$ cat config.mk
export PLATFORM = sky130hd
export DESIGN_NAME = seg7_status_display
export DESIGN_NICKNAME = d
export VERILOG_FILES = /design/src/rtl/seg7_status_display.sv
export SDC_FILE = /design/constraint.sdc
export NUM_CORES = 1
export LEC_CHECK = 0
export CORE_ASPECT_RATIO = 1.25
export CORE_MARGIN = 2
export CORE_UTILIZATION = 25
export CTS_BUF_LIST = sky130_fd_sc_hd__clkbuf_4 sky130_fd_sc_hd__clkbuf_8
export DETAILED_ROUTE_END_ITERATION = 8
export SETUP_SLACK_MARGIN = 0.05
export SYNTH_ARGS = -nofsm -noshare
export SYNTH_HDL_FRONTEND = slang
export SYNTH_SLANG_ARGS = --single-unit
$ cat constraint.sdc
create_clock -name i_clk -period 2.5 [get_ports i_clk]
set_input_delay 0.375 -clock i_clk [delete_from_list [all_inputs] [get_ports i_clk]]
set_output_delay 0.375 -clock i_clk [all_outputs]
set_load 0.02 [all_outputs]
$ cat src/rtl/seg7_status_display.sv
// Elapsed-time (MM:SS) counter with transport FSM and registered active-low
// seven-segment drive for up to eight HEX digits; paused time blinks.
module seg7_status_display #(
  parameter int CLK_FREQ   = 12000000,
  parameter int BLINK_DIV  = 6000000,
  parameter int NUM_DIGITS = 8
) (
  input  logic                    i_clk,
  input  logic                    i_rst_n,
  input  logic                    i_start,
  input  logic                    i_pause,
  input  logic                    i_stop,
  input  logic [3:0]              i_speed,
  input  logic                    i_fast,
  output logic [7*NUM_DIGITS-1:0] o_hex,
  output logic                    o_running,
  output logic                    o_sat
);

  localparam int PW = (CLK_FREQ > 1) ? $clog2(CLK_FREQ) : 1;
  localparam int BW = (BLINK_DIV > 1) ? $clog2(BLINK_DIV) : 1;
  localparam logic [PW-1:0] PRESC_MAX = PW'(CLK_FREQ - 1);
  localparam logic [BW-1:0] BLINK_MAX = BW'(BLINK_DIV - 1);
  localparam logic [6:0]    SEG_BLANK = 7'b1111111;

  typedef enum logic [1:0] {IDLE, RUN, PAUSE, STOP} state_t;

  state_t        state_q;
  logic [PW-1:0] presc_q;
  logic [3:0]    sec_ones_q, sec_tens_q, min_ones_q, min_tens_q;
  logic          sat_q;
  logic [BW-1:0] blink_cnt_q;
  logic          blink_on_q;

  logic [6:0]              dig [8];
  logic [7*NUM_DIGITS-1:0] hex_nxt;
  logic                    time_blank;
  logic                    at_max;

  function automatic logic [6:0] seg_dec(input logic [3:0] d);
    case (d)
      4'd0:    seg_dec = 7'b1000000;
      4'd1:    seg_dec = 7'b1111001;
      4'd2:    seg_dec = 7'b0100100;
      4'd3:    seg_dec = 7'b0110000;
      4'd4:    seg_dec = 7'b0011001;
      4'd5:    seg_dec = 7'b0010010;
      4'd6:    seg_dec = 7'b0000010;
      4'd7:    seg_dec = 7'b1011000;
      4'd8:    seg_dec = 7'b0000000;
      4'd9:    seg_dec = 7'b0010000;
      default: seg_dec = SEG_BLANK;
    endcase
  endfunction

  assign at_max = (min_tens_q == 4'd5) && (min_ones_q == 4'd9) &&
                  (sec_tens_q == 4'd5) && (sec_ones_q == 4'd9);
  assign time_blank = (state_q == PAUSE) && !blink_on_q;

  // Display image built from the current registered state and the live switches.
  always_comb begin
    dig[0] = time_blank ? SEG_BLANK : seg_dec(sec_ones_q);
    dig[1] = time_blank ? SEG_BLANK : seg_dec(sec_tens_q);
    dig[2] = time_blank ? SEG_BLANK : seg_dec(min_ones_q);
    dig[3] = time_blank ? SEG_BLANK : seg_dec(min_tens_q);
    dig[4] = (i_speed >= 4'd2 && i_speed <= 4'd8) ? seg_dec(i_speed) : seg_dec(4'd1);
    dig[5] = i_fast ? 7'b0001110 : 7'b0010010;
    dig[6] = SEG_BLANK;
    dig[7] = 7'b0111111;
    case (state_q)
      RUN:     dig[7] = 7'b0101111;
      PAUSE:   dig[7] = 7'b0001100;
      STOP:    dig[7] = 7'b0000110;
      default: dig[7] = 7'b0111111;
    endcase
    hex_nxt = '1;
    for (int k = 0; k < NUM_DIGITS; k++) hex_nxt[7*k +: 7] = dig[k];
  end

  // Only the highest-priority pulse acts; a stop in IDLE/STOP still masks start.
  always_ff @(posedge i_clk or negedge i_rst_n) begin
    if (!i_rst_n) begin
      state_q     <= IDLE;
      presc_q     <= '0;
      sec_ones_q  <= '0;
      sec_tens_q  <= '0;
      min_ones_q  <= '0;
      min_tens_q  <= '0;
      sat_q       <= 1'b0;
      blink_cnt_q <= '0;
      blink_on_q  <= 1'b1;
      o_hex       <= '1;
      o_running   <= 1'b0;
      o_sat       <= 1'b0;
    end else begin
      o_hex     <= hex_nxt;
      o_running <= (state_q == RUN);
      o_sat     <= sat_q;
      if (i_stop) begin
        if (state_q == RUN || state_q == PAUSE) state_q <= STOP;
      end else if (i_start) begin
        state_q    <= RUN;
        presc_q    <= '0;
        sec_ones_q <= '0;
        sec_tens_q <= '0;
        min_ones_q <= '0;
        min_tens_q <= '0;
        sat_q      <= 1'b0;
      end else if (i_pause) begin
        if (state_q == RUN) begin
          state_q     <= PAUSE;
          blink_cnt_q <= '0;
          blink_on_q  <= 1'b1;
        end else if (state_q == PAUSE) begin
          state_q <= RUN;
        end
      end else if (state_q == RUN) begin
        if (presc_q == PRESC_MAX) begin
          presc_q <= '0;
          if (at_max) begin
            sat_q <= 1'b1;
          end else if (sec_ones_q != 4'd9) begin
            sec_ones_q <= sec_ones_q + 4'd1;
          end else begin
            sec_ones_q <= '0;
            if (sec_tens_q != 4'd5) begin
              sec_tens_q <= sec_tens_q + 4'd1;
            end else begin
              sec_tens_q <= '0;
              if (min_ones_q != 4'd9) begin
                min_ones_q <= min_ones_q + 4'd1;
              end else begin
                min_ones_q <= '0;
                min_tens_q <= min_tens_q + 4'd1;
              end
            end
          end
        end else begin
          presc_q <= presc_q + PW'(1);
        end
      end else if (state_q == PAUSE) begin
        if (blink_cnt_q == BLINK_MAX) begin
          blink_cnt_q <= '0;
          blink_on_q  <= ~blink_on_q;
        end else begin
          blink_cnt_q <= blink_cnt_q + BW'(1);
        end
      end
    end
  end

endmodule

==> impl_metrics.csv <==
group,metric,value,unit
status,status,"completed",
pwr,power_density,703.3,nW/um2
clocking,cts_tree,"done",
pwr,netSwitchingPower,1.773,mW
grt,grt_start_max_net_pins,60,
clocking,cts.clk_slew.worst_paths,0.10,ns
clocking,h-tree-depth,3,
final_layout,fillers,2558,
final_layout,diodes,0,
clocking,numCtsBuffers,9,
clocking,cts_max_path_buffers,2,
synth,synthArstFlopShare,1.000,
clocking,worstSkewPairLatency,0.41,ns
route,viasPerCell,4.682,
floorplan,die_h,178.8,um
route,first_pass_iters,5,
timing,finalCritPeriodShare,0.8949,
synth,syn_avg_cell_area,9.205,um2
final_layout,multi_input_area,2984,um2
timing,fmax,447.0,MHz
timing,slew_headroom,0.6466,
pwr,ir_worst_vdd,216.2,uV
timing,finalSetupViolCount,0,
route,drt_wl_total,13.51,mm
critical_path,endpoint_kind,"flop",
critical_path,path_max_fanout,6,
synth,synth-seq-area-share,0.4633,
final_layout,area.sequential,2831,um2
critical_path,startpoint_type,"flop",
synth,syn_inst,664,
route,postRouteAntennaNets,0,
floorplan,die_area,25720,um2
critical_path,cp.required,2.82,ns
grt,antenna_found_initial,0,
placement,place_congestion,0.8158,
synth,synthDistinctLibCells,63,
synth,yosysTopAreaCell,"dfrtp_1",
route,drc,0,
synth,syn_area,6112,um2
pwr,switching_share,0.3403,
timing,tns,0,ns
grt,global_route.usage.total,0.1105,
critical_path,critPathKind,"reg -> reg",
floorplan,initial_core_util,0.2519,
floorplan,chipWidth,143.9,um
synth,synth_area_leaders,"dfrtp_1, dfstp_2, ha_1",
clocking,clock_sinks,111,
grt,grt_overflow,0,
route,wl_per_cell,12.68,um
route,vias,4991,
synth,synth_seq_cells,111,
placement,dp_hpwl,9.388,mm
timing,rsz0062_at_grt,"no",
timing,hold_viol_final,0,
timing,worst-slew-pin-transition,0.5252,ns
timing,min_period,2.237,ns
floorplan,core_area,24260,um2
clocking,root_buffer,"clkbuf_8",
timing,finClkSkew,0.02301,ns
pwr,seq_power_share,0.458,
route,drtIter0Drc,314,
final_layout,area_delta_synth_final,21.19,%
placement,port_buffers,58,
synth,ys.flop_type,"dfrtp_1",
pwr,power_frac_comb,0.337,
pwr,p_clk_frac,0.205,
flow_run,max_cap_violations,0,
pwr,finalPower,5.210,mW
final_layout,drive_gt1_frac,0.1549,
synth,yosys-top-cells-count,"dfrtp_1, nor2_1, nand2_1",
worst_hold_path,hold_depth,1,
grt,first_global_vias,4615,
worst_hold_path,hold_path_class,"in -> reg",
floorplan,placementRows,64,
synth,synth-edff-count,0,
grt,grt_pass1_wl,22.89,mm
final_layout,utilization,0.3053,
final_layout,final_nets,768,
synth,synth_top_area_share,0.2784,
timing,slew_violations,0,
critical_path,worstRegToRegCells,7,
synth,ys_warn_count,0,
floorplan,ios,68,
pwr,static-leakage-power,2.984,nW
critical_path,cp.arrival,2.55,ns
pwr,power.internal,3.437,mW
==> layout by cell type (no fill, tap or decap), types with 27 or more instances in the layout <==
cell / n
o21ai_0: 41
nor2_1: 68
a21oi_1: 40
dfstp_2: 43
buf_4: 38
inv_1: 27
clkdlybuf4s50_1: 57
nand3_1: 38
nand2_1: 44
dfrtp_1: 68
==> power by group through the flow <==
stage | registers, mW | logic, mW | clock network (mW)
2_1_floorplan | 2.72 | 0.751 | 0
4_1_cts | 2.39 | 1.78 | 1.12
5_1_grt | 2.42 | 1.95 | 1.19
3_5_place_dp | 2.42 | 1.77 | 0
3_3_place_gp | 2.42 | 1.76 | 0
6_report | 2.38 | 1.76 | 1.07
==> repair_timing <==
| item | 4_1_cts | 5_1_grt |
|---|---|---|
| hold endpoints to repair | 1 | 0 |
| buffers inserted | 0 | 1 |
| hold buffers | 1 | 0 |
| endpoints found under the setup margin | 0 | 5 |
| gates resized for setup | 0 | 5 |
==> flip-flops by register name (all words and copies together) (netlist names) <==
signal	count
o_sat	1
presc_q	24
blink_on_q	1
blink_cnt_q	23
state_q	2
min_ones_q	4
min_tens_q	4
sat_q	1
sec_ones_q	4
o_running	1
sec_tens_q	4
o_hex	42
==> logic make-up after synthesis <==
group,after synthesis,share of synthesized area
adders and majority gates,27,0.05527
other,2,0.001229
buffers and inverters,77,0.05629
DFF,111,0.4633
muxes,4,0.006960
AOI/OAI and AO/OA,156,0.1568
xor gates and xnor gates,24,0.03439
and+or+nand+nor,263,0.2258
==> layout make-up <==
class                           instances  share of cell area
Multi-Input combinational cell        484              0.4029
Sequential cell                       111              0.3823
Timing Repair Buffer                   97              0.1196
Tap cell                              330             0.05574
Clock buffer                           11             0.01959
Inverter                               28             0.01419
Clock inverter                          5            0.005743
==> per-stage QoR <==
stage,std cells,hold WS [ns],setup WS (ns),cell area (um2)
after floorplan,672,0.07941,0.3183,6142
after global placement,1048,0.3179,0.1964,7188
after detailed placement,1048,0.3197,0.1471,7188
after CTS,1065,0.3862,0.1168,7386
after global routing,1066,0.4006,0.1034,7407
final,1066,0.4077,0.2627,7407
==> metal layers <==
metal / vias to the layer above / global-route usage / wire length (um) / share of wire
met3: 15 / 0.02137 / 425 / 0.031
met4: 0 / 0.04453 / 272 / 0.020
met1: 2387 / 0.1427 / 6320 / 0.47
li1: 2501 / - / - / -
met5: - / 0 / 0 / 0
met2: 88 / 0.1813 / 6494 / 0.48
==> final timing paths <==
path | from | endpoint | slack [ns]
max | sec_tens_q[1]$_DFFE_PN0P_ | sec_ones_q[2]$_DFFE_PN0P_ | 0.26
min reg2reg | sat_q$_DFFE_PN0P_ | o_sat$_DFF_PN0_ | 0.43
min in group asynchronous | i_rst_n | min_ones_q[1]$_DFFE_PN0P_ | 0.43
max reg2reg | sec_tens_q[1]$_DFFE_PN0P_ | sec_ones_q[2]$_DFFE_PN0P_ | 0.26
max in group asynchronous | i_rst_n | o_hex[50]$_DFF_PN1_ | 1.37
min | i_fast | o_hex[38]$_DFF_PN1_ | 0.41
==> critical path: stages, from the launching register on <==
cell	delay [ns]
dfrtp_1	0.47
inv_2	0.12
ha_2	0.21
nand3b_1	0.12
or4_4	0.56
and3_2	0.29
a211o_1	0.30
o211ai_1	0.09
(Power assumes the default switching activity.)
